$ cat src/rtl/fdiv_pkg.sv
// Shared types and constants for the sequential single-precision divider.
package fdiv_pkg;

  typedef enum logic [1:0] {
    StIdle,
    StNorm,
    StDiv,
    StRnd
  } state_e;

  localparam logic [1:0] RM_NEAR = 2'd0;
  localparam logic [1:0] RM_DOWN = 2'd1;
  localparam logic [1:0] RM_UP   = 2'd2;
  localparam logic [1:0] RM_ZERO = 2'd3;

  localparam logic [31:0] QNAN    = 32'h7FC00000;
  localparam int unsigned BIAS    = 127;
  localparam int unsigned EXP_MAX = 255;
  localparam int unsigned QBITS   = 26;

endpackage

$ cat src/rtl/fdiv_lzc24.sv
// Combinational leading-zero counter for a 24-bit significand; all-zero input yields 24.
module fdiv_lzc24 (
  input  logic [23:0] val_i,
  output logic [4:0]  cnt_o
);

  always_comb begin
    cnt_o = 5'd24;
    for (int i = 0; i < 24; i++) begin
      if (val_i[i]) cnt_o = 5'(23 - i);
    end
  end

endmodule

$ cat src/rtl/fdiv_seq.sv
// Multi-cycle IEEE single-precision divider (radix-2 restoring), start/busy/done handshake.
// Optional exception flags output enabled by defining FDIV_FLAGS_EN.
module fdiv_seq
  import fdiv_pkg::*;
(
  input  logic        clk,
  input  logic        clrn,
  input  logic        start,
  input  logic [31:0] a,
  input  logic [31:0] b,
  input  logic [1:0]  rm,
  output logic [31:0] s,
  output logic        busy,
  output logic        done
`ifdef FDIV_FLAGS_EN
  ,
  output logic [4:0]  flags
`endif
);

  state_e             state_q;
  logic [31:0]        a_q, b_q, spec_val_q, s_q;
  logic [1:0]         rm_q;
  logic               sign_q, spec_q, busy_q, done_q;
  logic signed [9:0]  exp_q;
  logic [25:0]        rem_q, quo_q;
  logic [23:0]        mb_q;
  logic [4:0]         cnt_q;

  // Operand classification and normalisation (used in StNorm)
  logic [7:0]         ea, eb;
  logic [22:0]        fa, fb;
  logic [23:0]        ma, mb, ma_n, mb_n;
  logic [4:0]         lza, lzb;
  logic               a_nan, a_inf, a_zero, b_nan, b_inf, b_zero;
  logic signed [9:0]  ea_eff, eb_eff, norm_exp;
  logic [25:0]        norm_rem;
  logic               norm_sign, norm_spec;
  logic [31:0]        norm_spec_val;

  assign ea = a_q[30:23];
  assign eb = b_q[30:23];
  assign fa = a_q[22:0];
  assign fb = b_q[22:0];
  assign ma = {ea != 8'd0, fa};
  assign mb = {eb != 8'd0, fb};

  assign a_nan  = (ea == 8'hFF) && (fa != 23'd0);
  assign a_inf  = (ea == 8'hFF) && (fa == 23'd0);
  assign a_zero = (ea == 8'd0) && (fa == 23'd0);
  assign b_nan  = (eb == 8'hFF) && (fb != 23'd0);
  assign b_inf  = (eb == 8'hFF) && (fb == 23'd0);
  assign b_zero = (eb == 8'd0) && (fb == 23'd0);

  fdiv_lzc24 u_lzc_a (.val_i(ma), .cnt_o(lza));
  fdiv_lzc24 u_lzc_b (.val_i(mb), .cnt_o(lzb));

  always_comb begin
    ma_n     = ma << lza;
    mb_n     = mb << lzb;
    // Subnormals carry an effective exponent of 1 before normalisation
    ea_eff   = $signed({2'b00, (ea == 8'd0) ? 8'd1 : ea}) - $signed({5'd0, lza});
    eb_eff   = $signed({2'b00, (eb == 8'd0) ? 8'd1 : eb}) - $signed({5'd0, lzb});
    norm_exp = ea_eff - eb_eff + $signed(10'(BIAS));
    // Pre-shift a smaller dividend so the first quotient bit is always 1
    if (ma_n < mb_n) begin
      norm_rem = {1'b0, ma_n, 1'b0};
      norm_exp = norm_exp - 10'sd1;
    end else begin
      norm_rem = {2'b00, ma_n};
    end

    norm_sign     = a_q[31] ^ b_q[31];
    norm_spec     = 1'b1;
    norm_spec_val = QNAN;
    if (a_nan || b_nan || (a_zero && b_zero) || (a_inf && b_inf)) begin
      norm_spec_val = QNAN;
    end else if (a_inf || b_zero) begin
      norm_spec_val = {norm_sign, 8'hFF, 23'd0};
    end else if (b_inf || a_zero) begin
      norm_spec_val = {norm_sign, 31'd0};
    end else begin
      norm_spec = 1'b0;
    end
  end

  // One restoring-division step (used in StDiv)
  logic        div_ge;
  logic [25:0] div_diff, div_rem;

  always_comb begin
    div_ge   = rem_q >= {2'b00, mb_q};
    div_diff = div_ge ? (rem_q - {2'b00, mb_q}) : rem_q;
    div_rem  = div_diff << 1;
  end

  // Denormalise, round and pack (used in StRnd)
  logic        tiny, g_bit, r_bit, st_bit, lost, inc, ovf, inexact;
  logic [9:0]  sh;
  logic [4:0]  sh_c;
  logic [52:0] wide;
  logic [25:0] shifted;
  logic [7:0]  e_field;
  logic [30:0] sum;
  logic [31:0] ovf_val, rnd_result;

  always_comb begin
    tiny = exp_q <= 10'sd0;
    sh   = 10'd1 - exp_q;
    // Beyond 27 places every quotient bit lands in sticky
    sh_c = (sh > 10'd27) ? 5'd27 : sh[4:0];
    wide = {quo_q, 27'd0} >> sh_c;
    if (tiny) begin
      shifted = wide[52:27];
      lost    = wide[26:0] != 27'd0;
    end else begin
      shifted = quo_q;
      lost    = 1'b0;
    end
    g_bit   = shifted[1];
    r_bit   = shifted[0];
    st_bit  = (rem_q != 26'd0) || lost;
    inexact = g_bit || r_bit || st_bit;

    unique case (rm_q)
      RM_NEAR: inc = g_bit && (r_bit || st_bit || shifted[2]);
      RM_DOWN: inc = sign_q && inexact;
      RM_UP:   inc = !sign_q && inexact;
      RM_ZERO: inc = 1'b0;
      default: inc = 1'b0;
    endcase

    // Hidden bit adds back the 1 taken off the exponent field; carries ripple naturally
    e_field = tiny ? 8'd0 : (exp_q[7:0] - 8'd1);
    sum     = {e_field, 23'd0} + {7'd0, shifted[25:2]} + {30'd0, inc};
    ovf     = (!tiny && (exp_q >= $signed(10'(EXP_MAX)))) || (sum[30:23] == 8'hFF);

    unique case (rm_q)
      RM_NEAR: ovf_val = {sign_q, 8'hFF, 23'd0};
      RM_DOWN: ovf_val = sign_q ? 32'hFF800000 : 32'h7F7FFFFF;
      RM_UP:   ovf_val = sign_q ? 32'hFF7FFFFF : 32'h7F800000;
      RM_ZERO: ovf_val = {sign_q, 31'h7F7FFFFF};
      default: ovf_val = {sign_q, 8'hFF, 23'd0};
    endcase

    if (spec_q)   rnd_result = spec_val_q;
    else if (ovf) rnd_result = ovf_val;
    else          rnd_result = {sign_q, sum};
  end

  always_ff @(posedge clk or negedge clrn) begin
    if (!clrn) begin
      state_q    <= StIdle;
      a_q        <= 32'd0;
      b_q        <= 32'd0;
      rm_q       <= 2'd0;
      sign_q     <= 1'b0;
      spec_q     <= 1'b0;
      spec_val_q <= 32'd0;
      exp_q      <= 10'sd0;
      rem_q      <= 26'd0;
      quo_q      <= 26'd0;
      mb_q       <= 24'd0;
      cnt_q      <= 5'd0;
      s_q        <= 32'd0;
      busy_q     <= 1'b0;
      done_q     <= 1'b0;
    end else begin
      done_q <= 1'b0;
      unique case (state_q)
        StIdle: begin
          if (start) begin
            a_q     <= a;
            b_q     <= b;
            rm_q    <= rm;
            busy_q  <= 1'b1;
            state_q <= StNorm;
          end
        end
        StNorm: begin
          sign_q     <= norm_sign;
          spec_q     <= norm_spec;
          spec_val_q <= norm_spec_val;
          exp_q      <= norm_exp;
          rem_q      <= norm_rem;
          mb_q       <= mb_n;
          quo_q      <= 26'd0;
          cnt_q      <= 5'd0;
          state_q    <= StDiv;
        end
        StDiv: begin
          rem_q <= div_rem;
          quo_q <= {quo_q[24:0], div_ge};
          cnt_q <= cnt_q + 5'd1;
          if (cnt_q == 5'(QBITS - 1)) state_q <= StRnd;
        end
        StRnd: begin
          s_q     <= rnd_result;
          done_q  <= 1'b1;
          busy_q  <= 1'b0;
          state_q <= StIdle;
        end
        default: state_q <= StIdle;
      endcase
    end
  end

  assign s    = s_q;
  assign busy = busy_q;
  assign done = done_q;

`ifdef FDIV_FLAGS_EN
  logic [4:0] norm_sflags, spec_flags_q, rnd_flags, flags_q;

  always_comb begin
    norm_sflags = 5'd0;
    norm_sflags[4] = (a_zero && b_zero) || (a_inf && b_inf) ||
                     (a_nan && !a_q[22]) || (b_nan && !b_q[22]);
    norm_sflags[3] = b_zero && !a_zero && !a_inf && !a_nan;
    rnd_flags = spec_q ? spec_flags_q : {2'b00, ovf, tiny && inexact, inexact || ovf};
  end

  always_ff @(posedge clk or negedge clrn) begin
    if (!clrn) begin
      spec_flags_q <= 5'd0;
      flags_q      <= 5'd0;
    end else begin
      if (state_q == StNorm) spec_flags_q <= norm_sflags;
      if (state_q == StRnd)  flags_q      <= rnd_flags;
    end
  end

  assign flags = flags_q;
`endif

endmodule
$ cat config.mk
export PLATFORM = sky130hd
export DESIGN_NAME = fdiv_seq
export DESIGN_NICKNAME = d
export VERILOG_FILES = /design/src/rtl/fdiv_pkg.sv /design/src/rtl/fdiv_lzc24.sv /design/src/rtl/fdiv_seq.sv
export SDC_FILE = /design/constraint.sdc
export NUM_CORES = 1
export LEC_CHECK = 0
export ABC_AREA = 0
export CAP_MARGIN = 15
export CORE_MARGIN = 4
export CORE_UTILIZATION = 44
export CTS_CLUSTER_SIZE = 16
export DETAILED_ROUTE_END_ITERATION = 6
export SETUP_SLACK_MARGIN = 0.15
export SYNTH_ARGS = -nofsm -noshare
export SYNTH_HDL_FRONTEND = slang
export SYNTH_SLANG_ARGS = --single-unit
$ cat constraint.sdc
create_clock -name clk -period 6.6 [get_ports clk]
set_input_delay 1.65 -clock clk [delete_from_list [all_inputs] [get_ports clk]]
set_output_delay 1.65 -clock clk [all_outputs]
set_load 0.02 [all_outputs]
==> results.json <==
{
  "status": "completed",
  "grt_max_degree": 106,
  "drv_slew": 0,
  "layout-drive-gt1-share": 0.1543,
  "clockRootBuffer": "clkbuf_16",
  "viasPerCell": 6.231,
  "die-area_sq_um": 44100,
  "cts_max_level": 4,
  "dp_cells": 2917,
  "syn_inst": 2273,
  "synth.largest_area_cell": "dfrtp_1",
  "wirelength_um": 67290,
  "synth_most_common_cell": "nor2_1",
  "cp.arrival_ns": 6.56,
  "slowest_delay_ns": 0.65,
  "route.detailed.drc": 0,
  "initial_core_util": 0.4487,
  "max_freq_ghz": 0.1624,
  "dieWidth_um": 210.0,
  "crit_slowest_cell": "or4b_1",
  "async_flop_share": 1.000,
  "ir_drop_mv": 0.3885,
  "diodes": 0,
  "drt_iter0_drc": 1401,
  "vias": 18420,
  "holdCritPathClass": "reg2reg",
  "placed_area_sq_um": 20480,
  "drtAntennaViolNets": 0,
  "die_h_um": 210.0,
  "synth_edf_count": 0,
  "setup_ws_ns": 0.4410,
  "crit_chain": "or4_1, or4_4, buf_4, a21oi_1, buf_4, nand3_1, o32ai_1, a211o_1, nand3_1, or4b_1, a2111oi_0, o311ai_2, o2111a_1, a31oi_4, o21ai_2, buf_12, a221oi_1",
  "period_needed_ns": 6.159,
  "worstSetupPathType": "reg2reg",
  "crit_required_ns": 7.00,
  "crit_path_start_kind": "flip-flop",
  "coreArea_sq_um": 40010,
  "power.leakage_nw": 8.866,
  "hpwl_um": 51760,
  "final_core_util": 0.5346,
  "place_congestion": 0.9957,
  "numPortBuffers": 102,
  "clk_path_buf_depth": 2,
  "setup_viol": 0,
  "ios": 103,
  "synth_area_sq_um": 17950,
  "numCtsBuffers": 17,
  "cts_tree": "yes",
  "fillers": 3882,
  "synth_top_area_share": 0.2760,
  "total_power_mw": 12.17,
  "synthToLayoutAreaGrowth_pct": 19.12,
  "grt_first_pass_wirelength_um": 104300,
  "powerDensity_nw_per_um2": 569.3,
  "timing.final.crit_share": 0.9332,
  "dp_slack_ns": 0.06259,
  "grtUsageTotal": 0.3005,
  "avgSynthCellArea_sq_um": 7.898,
  "finalNetCount": 2577,
  "rows": 73,
  "tightest_slew_ns": 0.8868,
  "fin_area_sq_um": 21390,
  "ys_types": 92,
  "grt_pass1_vias": 17939,
  "insertion_delay_ns": 0.50,
  "antenna_found_initial": 0,
  "clkTransAtPathRegs_ns": 0.08,
  "finalHoldViolCount": 0,
  "tns_ns": 0,
  "maxCapViolCount": 0,
  "ys_warn_count": 0,
  "synth.top_cells.by_count": "nor2_1, dfrtp_1, nand2_1, a21oi_1, o21ai_0",
  "max_slew_margin": 0.4046,
  "crit_path_end_kind": "flip-flop",
  "clock_skew_ns": 0.02019,
  "clock-sinks": 198,
  "layout.cells.non_filler": 2956,
  "fin_hold_ws_ns": 0.4971,
  "wl_per_cell_um": 22.76,
  "drt-pass1-iter-count": 7,
  "grt_remaining_overflow": 0,
  "ys_seq_area_frac": 0.2760,
  "ys_ff_latch": 198,
  "rsz0062_at_grt": "true",
  "crit_fanout": 23,
  "synthFlopType": "dfrtp_1",
  "synth_area_leaders": "dfrtp_1, ha_1, mux2_2"
}
-- worst paths after layout --
check,start,to,slack [ns],cells after the start
max,exp_q[1],s[1],0.44,17
min,rem_q[25],rem_q[25],0.50,1
max reg2reg,exp_q[1],s[1],0.44,17
min reg2reg,rem_q[25],rem_q[25],0.50,1
max in group asynchronous,clrn,b_q[3],4.26,2
min in group asynchronous,clrn,quo_q[16],1.21,1
-- flip-flops by register name (all words and copies together), names as in the netlist --
name        cells
a_q            32
b_q            32
busy            1
cnt_q           5
done            1
exp_q          10
mb_q           24
quo_q          26
rem_q          26
rm_q            2
s              32
sign_q          1
spec_q          1
spec_val_q      3
state_q         2
-- cell type report --
| cell class | count | area (sq um) | share of cell area |
|---|---|---|---|
| multi-input combinational | 1797 | 12160 | 0.5687 |
| inverter | 126 | 473.0 | 0.02212 |
| sequential | 198 | 4957 | 0.2318 |
| clock inverter | 14 | 210.2 | 0.009829 |
| tap | 525 | 656.9 | 0.03072 |
| clock buffer | 18 | 439.2 | 0.02054 |
| timing repair buffer | 278 | 2486 | 0.1163 |
-- routing by layer --
layer  vias to the layer above  part of all wire  track usage
met1                      8905              0.40       0.3557
met5                         -                 0            0
met3                       215             0.044      0.04510
met4                         0             0.071       0.1832
li1                       8672                 -            -
met2                       628              0.49       0.5155
-- placed cells by master (no fill, tap or decap), types with 79 or more instances in the layout --
| cell type | netlist | layout |
|---|---|---|
| nor2_1 | 225 | 222 |
| nand2_1 | 197 | 196 |
| dfrtp_1 | 198 | 196 |
| buf_4 | 6 | 162 |
| a21oi_1 | 163 | 161 |
| o21ai_0 | 155 | 149 |
| inv_1 | 123 | 123 |
| clkdlybuf4s50_1 | 0 | 101 |
| nand3_1 | 94 | 94 |
| ha_1 | 88 | 84 |
| mux2_2 | 79 | 79 |
-- where the power goes --
group / switching (mW) / leakage (nW) / internal [mW] / total [mW]
Clock: 0.545 / 0.321 / 0.655 / 1.20
Sequential: 0.635 / 2.39 / 1.76 / 2.39
Combinational: 5.12 / 6.15 / 3.46 / 8.58
Total: 6.30 / 8.87 / 5.87 / 12.2
-- logic make-up after synthesis --
logic type,share of synthesized area
simple gates,0.2000
compound gates,0.2691
buf+inv,0.06091
flops,0.2760
mux,0.09513
fa+ha+maj,0.06356
xor+xnor,0.03513
other cells,0.0002089
-- worst max-delay path: cells and delay by family, from the launching register on --
family / cells / cell delay (ns)
AOI/OAI and AO/OA: 9 / 2.87
and+or+nand+nor: 5 / 2.14
buffers and inverters: 3 / 0.62
DFF: 1 / 0.42
-- timing repair --
action                     in CTS  in global routing
buffers inserted                0                  5
hold endpoints to repair        0                  0
hold buffers                    0                  0
gates cloned                    0                  1
pin swaps                       0                  6
setup endpoints to repair      18                 43
gates resized for setup         3                 49
No activity file was read; power rests on OpenSTA's default activity.
